File: src/rtl/agc_timer_sequencer_if.sv
// agc_timer_sequencer_if: command handshake and completion status between host and timer sequencer
interface agc_timer_sequencer_if;
  logic       CMD_VALID;
  logic       CMD_READY;
  logic [2:0] CMD_OP;
  logic [7:0] CMD_ARG;
  logic       DONE;
  logic       ERR;
  logic       BUSY;
  modport master (output CMD_VALID, CMD_OP, CMD_ARG, input CMD_READY, DONE, ERR, BUSY);
  modport slave  (input CMD_VALID, CMD_OP, CMD_ARG, output CMD_READY, DONE, ERR, BUSY);
endinterface

File: src/rtl/agc_timer_sequencer.sv
// agc_timer_sequencer: drives a2_timer control inputs with exact pulse widths and confirms completion
module agc_timer_sequencer #(
  parameter int PULSE_LEN = 8,
  parameter int TIMEOUT   = 4000
) (
  input  logic                        SIM_CLK,
  input  logic                        RESET_,
  agc_timer_sequencer_if.slave        cmd,
  input  logic                        T12,
  input  logic                        GOJAM,
  input  logic                        STOP,
  output logic                        SBY,
  output logic                        ALGA,
  output logic                        MSTRTP,
  output logic                        STRT1,
  output logic                        STRT2,
  output logic                        GOJ1,
  output logic                        MSTP
);
  typedef enum logic [1:0] {S_IDLE, S_PULSE, S_WAIT, S_DONE} state_t;
  localparam logic [2:0] OP_POWERON = 3'd1, OP_RESTART = 3'd2, OP_STANDBY = 3'd3,
                         OP_HALT = 3'd4, OP_RUN = 3'd5, OP_STEP = 3'd6, OP_ALARM = 3'd7;
  localparam logic [7:0]  PL_M1 = 8'(PULSE_LEN - 1);
  localparam logic [15:0] TO_M1 = 16'(TIMEOUT - 1);
  state_t      state_q, state_d;
  logic [2:0]  op_q, op_d;
  logic [7:0]  pcnt_q, pcnt_d;
  logic [15:0] wcnt_q, wcnt_d;
  logic [8:0]  scnt_q, scnt_d;
  logic        err_q, err_d, sby_l_q, sby_l_d, mstp_l_q, mstp_l_d, t12_q;
  logic        ready_q, ready_d, busy_q, busy_d, done_q, done_d, erro_q, erro_d;
  logic        sby_q, sby_d, alga_q, alga_d, mstrtp_q, mstrtp_d, strt_q, strt_d;
  logic        goj1_q, goj1_d, mstp_q, mstp_d;
  logic        acc, cond;
  assign acc  = cmd.CMD_VALID & ready_q;
  assign cond = op_q == OP_HALT ? STOP : op_q == OP_STEP ? (T12 & ~t12_q) : ~GOJAM;
  always_ff @(posedge SIM_CLK or negedge RESET_) begin
    if (!RESET_) begin
      state_q  <= S_IDLE;
      op_q     <= '0;
      pcnt_q   <= '0;
      wcnt_q   <= '0;
      scnt_q   <= '0;
      err_q    <= 1'b0;
      sby_l_q  <= 1'b0;
      mstp_l_q <= 1'b0;
      t12_q    <= 1'b0;
    end else begin
      state_q  <= state_d;
      op_q     <= op_d;
      pcnt_q   <= pcnt_d;
      wcnt_q   <= wcnt_d;
      scnt_q   <= scnt_d;
      err_q    <= err_d;
      sby_l_q  <= sby_l_d;
      mstp_l_q <= mstp_l_d;
      t12_q    <= T12;
    end
  end
  // an accepted step count of 0 encodes 256 steps
  always_comb begin
    state_d  = state_q;
    op_d     = op_q;
    pcnt_d   = '0;
    wcnt_d   = '0;
    scnt_d   = scnt_q;
    err_d    = err_q;
    sby_l_d  = sby_l_q;
    mstp_l_d = mstp_l_q;
    case (state_q)
      S_IDLE: if (acc) begin
        op_d   = cmd.CMD_OP;
        err_d  = 1'b0;
        scnt_d = {cmd.CMD_ARG == 8'd0, cmd.CMD_ARG};
        case (cmd.CMD_OP)
          OP_POWERON, OP_RESTART, OP_ALARM: state_d = S_PULSE;
          OP_STANDBY: begin sby_l_d = cmd.CMD_ARG[0]; state_d = S_DONE; end
          OP_HALT:    begin mstp_l_d = 1'b1; state_d = S_WAIT; end
          OP_RUN:     begin mstp_l_d = 1'b0; state_d = S_DONE; end
          OP_STEP:    begin state_d = mstp_l_q ? S_PULSE : S_DONE; err_d = ~mstp_l_q; end
          default:    state_d = S_DONE;
        endcase
      end
      S_PULSE: begin
        state_d = pcnt_q != PL_M1 ? S_PULSE : op_q == OP_ALARM ? S_DONE : S_WAIT;
        pcnt_d  = pcnt_q != PL_M1 ? pcnt_q + 8'd1 : 8'd0;
      end
      S_WAIT: if (cond) begin
        state_d = (op_q == OP_STEP && scnt_q != 9'd1) ? S_PULSE : S_DONE;
        scnt_d  = scnt_q - 9'd1;
      end else if (wcnt_q == TO_M1) begin
        state_d = S_DONE;
        err_d   = 1'b1;
      end else wcnt_d = wcnt_q + 16'd1;
      default: state_d = S_IDLE;
    endcase
  end
  // outputs follow the state one edge later so every control rises the cycle after accept
  always_comb begin
    ready_d  = state_q == S_IDLE && !acc;
    busy_d   = !ready_d;
    done_d   = state_q == S_DONE;
    erro_d   = done_d & err_q;
    strt_d   = state_q == S_PULSE && op_q == OP_POWERON;
    goj1_d   = state_q == S_PULSE && op_q == OP_RESTART;
    mstrtp_d = state_q == S_PULSE && op_q == OP_STEP;
    alga_d   = state_q == S_PULSE && op_q == OP_ALARM;
    sby_d    = sby_l_q;
    mstp_d   = mstp_l_q;
  end
  always_ff @(posedge SIM_CLK or negedge RESET_) begin
    if (!RESET_) begin
      ready_q  <= 1'b1;
      busy_q   <= 1'b0;
      done_q   <= 1'b0;
      erro_q   <= 1'b0;
      strt_q   <= 1'b0;
      goj1_q   <= 1'b0;
      mstrtp_q <= 1'b0;
      alga_q   <= 1'b0;
      sby_q    <= 1'b0;
      mstp_q   <= 1'b0;
    end else begin
      ready_q  <= ready_d;
      busy_q   <= busy_d;
      done_q   <= done_d;
      erro_q   <= erro_d;
      strt_q   <= strt_d;
      goj1_q   <= goj1_d;
      mstrtp_q <= mstrtp_d;
      alga_q   <= alga_d;
      sby_q    <= sby_d;
      mstp_q   <= mstp_d;
    end
  end
  assign cmd.CMD_READY = ready_q;
  assign cmd.BUSY      = busy_q;
  assign cmd.DONE      = done_q;
  assign cmd.ERR       = erro_q;
  assign STRT1         = strt_q;
  assign STRT2         = strt_q;
  assign GOJ1          = goj1_q;
  assign MSTRTP        = mstrtp_q;
  assign ALGA          = alga_q;
  assign SBY           = sby_q;
  assign MSTP          = mstp_q;
endmodule

File: src/flat_wrapper.sv
// flat-port wrapper written by rule: the top's interface ports become plain ports
module agc_timer_sequencer_flat 
#(
  parameter int PULSE_LEN = 8,
  parameter int TIMEOUT   = 4000
)
  (SIM_CLK, RESET_, T12, GOJAM, STOP, SBY, ALGA, MSTRTP, STRT1, STRT2, GOJ1, MSTP, cmd_CMD_VALID, cmd_CMD_OP, cmd_CMD_ARG, cmd_CMD_READY, cmd_DONE, cmd_ERR, cmd_BUSY);
  agc_timer_sequencer_if cmd_i ();
  input  logic SIM_CLK;
  input  logic RESET_;
  input  logic T12;
  input  logic GOJAM;
  input  logic STOP;
  output logic SBY;
  output logic ALGA;
  output logic MSTRTP;
  output logic STRT1;
  output logic STRT2;
  output logic GOJ1;
  output logic MSTP;
  input wire logic [$bits(cmd_i.CMD_VALID)-1:0] cmd_CMD_VALID;
  input wire logic [$bits(cmd_i.CMD_OP)-1:0] cmd_CMD_OP;
  input wire logic [$bits(cmd_i.CMD_ARG)-1:0] cmd_CMD_ARG;
  output wire logic [$bits(cmd_i.CMD_READY)-1:0] cmd_CMD_READY;
  output wire logic [$bits(cmd_i.DONE)-1:0] cmd_DONE;
  output wire logic [$bits(cmd_i.ERR)-1:0] cmd_ERR;
  output wire logic [$bits(cmd_i.BUSY)-1:0] cmd_BUSY;
  assign cmd_i.CMD_VALID = cmd_CMD_VALID;
  assign cmd_i.CMD_OP = cmd_CMD_OP;
  assign cmd_i.CMD_ARG = cmd_CMD_ARG;
  assign cmd_CMD_READY = cmd_i.CMD_READY;
  assign cmd_DONE = cmd_i.DONE;
  assign cmd_ERR = cmd_i.ERR;
  assign cmd_BUSY = cmd_i.BUSY;
  agc_timer_sequencer #(.PULSE_LEN(PULSE_LEN), .TIMEOUT(TIMEOUT)) u_core (.SIM_CLK(SIM_CLK), .RESET_(RESET_), .cmd(cmd_i), .T12(T12), .GOJAM(GOJAM), .STOP(STOP), .SBY(SBY), .ALGA(ALGA), .MSTRTP(MSTRTP), .STRT1(STRT1), .STRT2(STRT2), .GOJ1(GOJ1), .MSTP(MSTP));
endmodule
File: config.mk
export PLATFORM = sky130hd
export DESIGN_NAME = agc_timer_sequencer_flat
export DESIGN_NICKNAME = d
export VERILOG_FILES = /design/src/rtl/agc_timer_sequencer_if.sv /design/src/rtl/agc_timer_sequencer.sv /design/src/flat_wrapper.sv
export SDC_FILE = /design/constraint.sdc
export NUM_CORES = 1
export LEC_CHECK = 0
export CAP_MARGIN = 15
export CORE_ASPECT_RATIO = 1.75
export CORE_MARGIN = 2
export CORE_UTILIZATION = 55
export CTS_BUF_LIST = sky130_fd_sc_hd__clkbuf_16
export DETAILED_ROUTE_END_ITERATION = 8
export GPL_TIMING_DRIVEN = 0
export PLACE_DENSITY = 0.77
export SETUP_SLACK_MARGIN = 0.1
export SYNTH_ARGS = -nofsm -noshare
export SYNTH_HDL_FRONTEND = slang
export SYNTH_SLANG_ARGS = --single-unit
export TNS_END_PERCENT = 10
File: constraint.sdc
create_clock -name SIM_CLK -period 4 [get_ports SIM_CLK]
set_clock_uncertainty 0.2 [all_clocks]
set_input_delay 0.4 -clock SIM_CLK [delete_from_list [all_inputs] [get_ports SIM_CLK]]
set_output_delay 0.4 -clock SIM_CLK [all_outputs]
set_load 0.01 [all_outputs]
-- After elaboration in Yosys (flattened, before gate mapping)
Cells that the tools add are included.
- $add $sub $neg: 3
- equality and inequality tests: 23
- multiplexer cells: 25
- bitwise logic cells: 6
- reduce and logical (&&, ||, !) cells: 19
- operators by type and width (kind ; number):
    two-way mux 16 bit ; 3
    == test 3 bit (second input constant) ; 7
    two-way mux 9 bit ; 2
    one-hot mux 9 bit (2 select lines) ; 1
    adder 16 x 1 -> 16 bit (second input constant) ; 1
    == test 16 x 12 -> 1 bit (second input constant) ; 1
    two-way mux 8 bit ; 2
    two-way mux 2 bit ; 6
    one-hot mux 2 bit (3 select lines) ; 2
    == test 3 x 2 -> 1 bit (second input constant) ; 3
    inequality test 9 x 1 -> 1 bit (second input constant) ; 1
    AND reduction 3 bit ; 3
    subtractor 9 x 1 -> 9 bit (second input constant) ; 1
    adder 8 x 1 -> 8 bit (second input constant) ; 1
    logical NOT 8 bit ; 1
    inequality test 8 x 3 -> 1 bit (second input constant) ; 1
    two-way mux 1 bit ; 7
    == test 3 x 1 -> 1 bit (second input constant) ; 2
    logical AND 1 bit ; 6
    inequality test 2 x 1 -> 1 bit (second input constant) ; 3
    == test 2 bit (second input constant) ; 2
    one-hot mux 1 bit (2 select lines) ; 2
    AND reduction 2 bit ; 2
    AND reduction 4 bit ; 1
    other kinds (9) ; 15
- flip-flop bits (word level): 52
- bits of input ports: 17
- logic and storage cells: 95

-- Longest topological paths before layout
Gate-level depths: netlist of the first run.
- depth in word-level cells: 6
- depth in mapped cells: 7
- depth with buffers taken out: 7

-- Worst setup path before layout of the first run
OpenSTA, ideal clock, no wires.
- kind: register -> register
- from: register u_core.scnt_q[2]
- to: register u_core.scnt_q[8]
- library setup time: 0.135 ns
- data arrival time: 1.662 ns
- data required time: 3.665 ns
- setup slack: 2.002 ns
- cell stages (with the launch flop): 5
- buffers on the path: 0
- clock period less this slack: 1.998 ns
- cell sequence: dfrtp_1 or4_4 or3_1 o311ai_0 o21ai_1
- word-level cells in the longest chain between the ends: 3
- RTL lines (item ; line ; source):
    from (decl) ; agc_timer_sequencer.sv:29 ; logic [8:0] scnt_q, scnt_d;
    from (signal assigned) ; agc_timer_sequencer.sv:53 ; scnt_q <= scnt_d;
    subtractor 9 x 1 -> 9 bit ; agc_timer_sequencer.sv:90 ; scnt_d = scnt_q - 9'd1;
    two-way mux 9 bit ; agc_timer_sequencer.sv:88 ; S_WAIT: if (cond) begin
    one-hot mux 9 bit (2 select lines) ; agc_timer_sequencer.sv:70 ; case (state_q)
No other way between the ends. The select of a mux whose other input is x is not followed.
A chain may end at the register's enable or synchronous reset.

-- Final worst setup path of the first run
- from: input port cmd_CMD_VALID
- to: register u_core.err_q
- word-level cells in the longest chain between the ends: 3
- RTL lines (item ; line ; source):
    from (decl) ; flat_wrapper.sv:21 ; input wire logic [$bits(cmd_i.CMD_VALID)-1:0] cmd_CMD_VALID;
    AND 1 bit ; agc_timer_sequencer.sv:35 ; assign acc = cmd.CMD_VALID & ready_q;
    inequality test 2 x 1 -> 1 bit (no line) ; - ;
    AND reduction 4 bit (no line) ; - ;
    to (signal assigned) ; agc_timer_sequencer.sv:54 ; err_q <= err_d;
    to (decl) ; agc_timer_sequencer.sv:30 ; logic err_q, err_d, sby_l_q, sby_l_d, mstp_l_q, mstp_l_d, t12_q;
No other way between the ends.

==> results.toml, run 1 <==
[worst_hold_path]
hp-start = "u_core.sby_d"
hp-class = "register to register"
min_path_cells = 0

[pwr]
p_clk_share_pct = 24.1
power.density_nw_per_um2 = 555.3
combPwrFrac_pct = 30.3
pwr-share-seq_pct = 45.6
power.switching_w = 0.0005526
finalPower_w = 0.001649
ir_worst_vdd_uv = 413.5
p_int_w = 0.001096
leakage_nw = 1.275
switching_share_pct = 33.52

[routing]
ant_nets = 0
drc = 0
vias_per_cell = 5.852
drt_wl_total_um = 5309
drt-pass1-iter-count = 4
vias = 1972
drtIter0Drc = 60
avgRoutedWirePerCell_um = 15.75

[critical_path]
rr_worst_depth = 5
arrival_ns = 2.29
cp-start-kind = "primary input"
critPathRequiredTime_ns = 3.97
crit_path_max_fanout = 10
startpoint = "cmd_CMD_VALID"
critPathCaptureType = "register"
criticalPathCategory = "primary input to register"
worstReg2RegStart = "u_core.state_q[1]"

[cells_and_area]
area_delta_synth_final_pct = 20.03
drive_above_1_share_pct = 5.594
antenna_cells = 0
utilization_pct = 68.03
nets = 306
fin_cells = 337

[outcome]
status = "finished clean"

[floorplanning]
core-area_um2 = 4364
die_area_um2 = 5071
top_level_ports = 28
row_count = 32
initial_core_util_pct = 56.68
fp.dieH_um = 92.72
die_x_um = 54.70

[sta]
finalCriticalPeriod_ns = 2.320
hold_viol = 0
fin_ws_ns = 1.680
slew_viol_final = 0
slew_headroom_pct = 54.93
timing.setup.tns_ns = 0
period_share_pct = 57.99
setup_viol = 0
grt_setup_unrepaired = "false"
max_slew.worst_pin.slew_ns = 0.6709
max_freq_mhz = 431.1

[placed_design]
hpwlAfterDp_um = 3995
preCtsSetupSlack_ns = 1.386
dp.cells = 328
portBuffers = 27
place.gp.congestion = 0.8115

[synth]
yosysWarnings = 0
syn_area_um2 = 2474
synthTopCellsByCount = "dfrtp_1, nor2_1, nand2_1, xor2_1, nand3_1"
yosysMostFrequentCell = "dfrtp_1"
synth_fp_nets = 270
ys_ff_latch = 52
synth_flop_cell = "dfrtp_1"
synth_cell_types = 44
yosys.area.top_type = "dfrtp_1"
ys_seq_area_share_pct = 52.66
synthArstFlopShare_pct = 100.0
synth-edff-count = 0
synth_area_leaders = "dfrtp_1, nor2_1, xor2_1"
synth.top_cell.area_share_pct = 51.59
syn_inst = 249
syn_area_per_cell_um2 = 9.934

[clock_network]
max-clock-path-buffers = 2
cts_tree = "built"
cts_resized = 0
postCtsSetupBuffers = 0
clock-root-buffer = "clkbuf_16"
cts_buffers = 5
clkSinkCount = 52
clkLatencyLatePin_ns = 0.29
path_clk_slew_ns = 0.06
htree_num_levels = 2
holdBufCountCts = 1

[grt]
grt_pass1_wl_um = 8859
globalRouteTotalUtil_pct = 23.94
grt_max_degree = 33
grt_overflow = 0
antenna_found_initial = 0
grt_pass1_vias = 1987

[flow_run]
drv_cap = 0
cells in the final DEF (no fill, tap or decap), types with 6 or more instances in the layout:
| cell | Yosys | routed |
|---|---|---|
| nor3_1 | 11 | 11 |
| nor2b_1 | 6 | 6 |
| a21oi_1 | 6 | 6 |
| clkdlybuf4s50_1 | 0 | 26 |
| nand2_1 | 26 | 26 |
| inv_1 | 4 | 6 |
| nand4_1 | 6 | 6 |
| xor2_1 | 15 | 15 |
| and3_1 | 10 | 10 |
| dfrtp_1 | 51 | 51 |
| xnor2_1 | 6 | 6 |
| nor2_1 | 35 | 35 |
| nand3_1 | 14 | 14 |
worst paths after layout:
path / to / slack (ns)
worst max-delay path: u_core.err_q / 1.68
worst min-delay path: u_core.SBY / 0.17
worst max register to register: u_core.err_q / 1.71
worst min register to register: u_core.SBY / 0.17
max in group asynchronous: u_core.cmd.CMD_READY / 2.61
min in group asynchronous: u_core.t12_q / 0.40
sequential cells by signal, summed over array words and instances, names as in the netlist:
register and flops:
u_core.wcnt_q 16, u_core.scnt_q 9, u_core.pcnt_q 8, u_core.op_q 3
u_core.state_q 2, u_core.ALGA 1, u_core.GOJ1 1, u_core.MSTP 1
u_core.MSTRTP 1, u_core.SBY 1, u_core.STRT1 1, u_core.cmd.BUSY 1
u_core.cmd.CMD_READY 1, u_core.cmd.DONE 1, u_core.cmd.ERR 1, u_core.err_q 1
u_core.mstp_d 1, u_core.sby_d 1, u_core.t12_q 1
power by group through the flow:
stage / logic, W / registers, W / clock network, W
6_report: 0.000500 / 0.000752 / 0.000397
2_1_floorplan: 0.000308 / 0.000748 / 0
5_1_grt: 0.000559 / 0.000769 / 0.000427
4_1_cts: 0.000502 / 0.000750 / 0.000405
3_3_place_gp: 0.000486 / 0.000752 / 0
3_5_place_dp: 0.000497 / 0.000758 / 0
worst max-delay path, cell delays in order:
cell             delay (ns)
clkdlybuf4s50_1        0.51
nand2_1                0.08
nor3_1                 0.52
clkbuf_1               0.46
o31ai_1                0.18
o311a_1                0.14
cells by family (layout without fill, tap and decap cells):
group	after synthesis	after routing	share of synthesized area [%]
AOI/OAI and AO/OA	25	25	7.081
DFF	52	52	52.66
adders and majority gates	4	4	2.023
xor gates and xnor gates	21	21	7.436
muxes	2	2	0.8599
buffers and inverters	10	47	1.770
and+or+nand+nor	135	135	28.17
layout make-up:
class / instances / area, um2
multi-input cells: 187 / 1127
fillers: 366 / 1395
repair buffers: 29 / 295.3
clock buffers: 5 / 125.1
clock inverters: 3 / 11.26
inverters: 4 / 15.01
plain buffers: 6 / 28.78
flip-flops and latches: 52 / 1303
well taps: 51 / 63.81
metal layers:
metal | up-vias | wire length [um] | global-route usage (%)
met2 | 34 | 3100 | 42.86
met1 | 976 | 1954 | 24.84
li1 | 952 | - | -
met5 | - | 0 | 0
met3 | 10 | 136 | 3.387
met4 | 0 | 117 | 12.92
per-stage QoR:
| stage | hold slack [ns] | area, um2 |
|---|---|---|
| finish | 0.1735 | 2969 |
| detailed placement | 0.1620 | 2823 |
| CTS | 0.1761 | 2969 |
| global route | 0.2014 | 2969 |
| floorplan | -0.09559 | 2474 |
| global placement | 0.1541 | 2808 |
(Power assumes the default switching activity.)
==> inputs of run 2 (changes only) <==
--- a/config.mk
+++ b/config.mk
@@ -8,11 +8,11 @@
 export CAP_MARGIN = 15
 export CORE_ASPECT_RATIO = 1.75
 export CORE_MARGIN = 2
-export CORE_UTILIZATION = 55
+export CORE_UTILIZATION = 50
 export CTS_BUF_LIST = sky130_fd_sc_hd__clkbuf_16
 export DETAILED_ROUTE_END_ITERATION = 8
 export GPL_TIMING_DRIVEN = 0
-export PLACE_DENSITY = 0.77
+export PLACE_DENSITY = 0.74
 export SETUP_SLACK_MARGIN = 0.1
 export SYNTH_ARGS = -nofsm -noshare
 export SYNTH_HDL_FRONTEND = slang
==> constraint.sdc (replaced) <==
create_clock -name SIM_CLK -period 2.1 [get_ports SIM_CLK]
set_clock_uncertainty 0.2 [all_clocks]
set_input_delay 0.21 -clock SIM_CLK [delete_from_list [all_inputs] [get_ports SIM_CLK]]
set_output_delay 0.21 -clock SIM_CLK [all_outputs]
set_load 0.01 [all_outputs]
==> run 2 against run 1 <==
  * The flow now finishes with violations (negative setup slack)
  * Clock power up 96%
  * Worst hold slack worse by 0.034 ns
  * Power up 98%
  * Non-clock buffer count up 3
==> results.toml, run 2 (synthesis gave the netlist of run 1 again) <==
[cells_and_area]
top_regs = "u_core.wcnt_q x16, u_core.scnt_q x9, u_core.pcnt_q x8"
top_register = "u_core.wcnt_q"
antenna_cells = 0
area_delta_synth_final_pct = 25.24
nets = 309
fin_cells = 341
final_cell_area_um2 = 3098
drive_above_1_share_pct = 13.49
final_cell_mix = "dfrtp_1, nor2_1, clkdlybuf4s50_1"
largest_reg_flops = 16
final_common_cell = "dfrtp_1"

[routing]
drc = 0
ant_nets = 0
vias_per_cell = 5.695
avgRoutedWirePerCell_um = 15.65
vias = 1942
drt_wl_total_um = 5337
drt-pass1-iter-count = 4
drtIter0Drc = 63

[grt]
grt_pass1_wl_um = 9080
globalRouteTotalUtil_pct = 21.01
grt_max_degree = 41
antenna_found_initial = 0
grt_pass1_vias = 1914
grt_overflow = 0

[clock_network]
path_clk_slew_ns = 0.06
cts_buffers = 5
clkLatencyLatePin_ns = 0.29
max-clock-path-buffers = 2
clkSinkCount = 52
cts_tree = "built"
htree_num_levels = 2
clock-root-buffer = "clkbuf_16"

[floorplanning]
die_x_um = 57.17
fp.dieH_um = 97.05
initial_core_util_pct = 52.55
die_area_um2 = 5548
core-area_um2 = 4707
row_count = 33
top_level_ports = 28

[worst_hold_path]
hp-class = "primary input to asynchronous set/reset pin"

[critical_path]
criticalPathCategory = "register to register"
arrival_ns = 2.19
critPathRequiredTime_ns = 2.12
crit_path_max_fanout = 8
regToRegEndpoint = "u_core.state_q[1]"
worstReg2RegStart = "u_core.scnt_q[2]"
rr_worst_depth = 5
cp-start-kind = "register"
endpoint = "u_core.state_q[1]"
ff2ff_setup_slack_ns = -0.07
startpoint = "u_core.scnt_q[2]"
critPathCaptureType = "register"

[pwr]
finalPower_w = 0.003272
power.density_nw_per_um2 = 1056
ir_worst_vdd_uv = 675.6
leakage_nw = 1.299

[sta]
finalCriticalPeriod_ns = 2.171
slew_headroom_pct = 65.50
slew_viol_final = 0
max_freq_mhz = 460.7
period_share_pct = 103.4
hold_viol = 0
grt_setup_unrepaired = "true"
holdWs_ns = 0.1393
fin_ws_ns = -0.07074
setup_viol = 1
max_slew.worst_pin.slew_ns = 0.5147

[placed_design]
place.gp.congestion = 0.8023
preCtsSetupSlack_ns = -0.3065
portBuffers = 27
dp.cells = 329
place_area_um2 = 2824
hpwlAfterDp_um = 3861

[outcome]
failed_checks = "negative setup slack"
status = "complete, but fails checks"

[flow_run]
drv_cap = 0
==> run 2: through the flow <==
stage          util, %  TNS [ns]
5_1_grt          65.82   -0.2018
3_3_place_gp     59.68    -50.02
3_5_place_dp     59.99    -5.499
2_1_floorplan        -         0
4_1_cts          64.83  -0.04332
6_report         65.82  -0.07074
==> run 2: final cells by class <==
cell class / count / area (um2)
Timing Repair Buffer: 32 / 317.8
Clock inverter: 3 / 13.76
Fill cell: 379 / 1609
Multi-Input combinational cell: 187 / 1217
Inverter: 4 / 15.01
Sequential cell: 52 / 1306
Clock buffer: 5 / 125.1
Buffer: 6 / 37.54
Tap cell: 52 / 65.06
==> run 2: worst max-delay path, cell delays in order (launching register included) <==
cell,delay (ns)
dfrtp_2,0.45
or4_4,0.58
nor4_4,0.21
a21oi_1,0.10
or4_1,0.46
o21ai_1,0.09
==> run 2: worst min path at each step <==
stage | end | slack [ns] | cells past startpoint
3_5_place_dp | u_core.cmd.BUSY | -0.07 | 1
5_1_grt | u_core.cmd.BUSY | 0.18 | 2
2_1_floorplan | u_core.ALGA | -0.29 | 0
3_3_place_gp | u_core.SBY | 0.16 | 0
4_1_cts | u_core.MSTP | 0.15 | 2
6_report | u_core.cmd.BUSY | 0.14 | 2
==> run 2: timing repair <==
action	in CTS	in global routing
pin swaps	4	5
gates resized for setup	17	12
setup buffers	2	1
endpoints found under the hold margin	51	0
hold buffers	1	0
endpoints found under the setup margin	30	28
==> run 2: routing by layer <==
layer	up-vias	track usage (%)	wire length [um]
met1	942	24.09	2033
met5	-	0	0
met2	33	37.67	3055
met4	0	8.408	123
met3	8	3.342	124
li1	959	-	-
==> run 2: where the power goes <==
group	switching, W	internal, W	total, W	leakage [nW]
clock network	0.000345	0.000433	0.000779	0.0710
registers	0.000216	0.00124	0.00146	0.681
logic	0.000561	0.000478	0.00104	0.547
total	0.00112	0.00215	0.00327	1.30
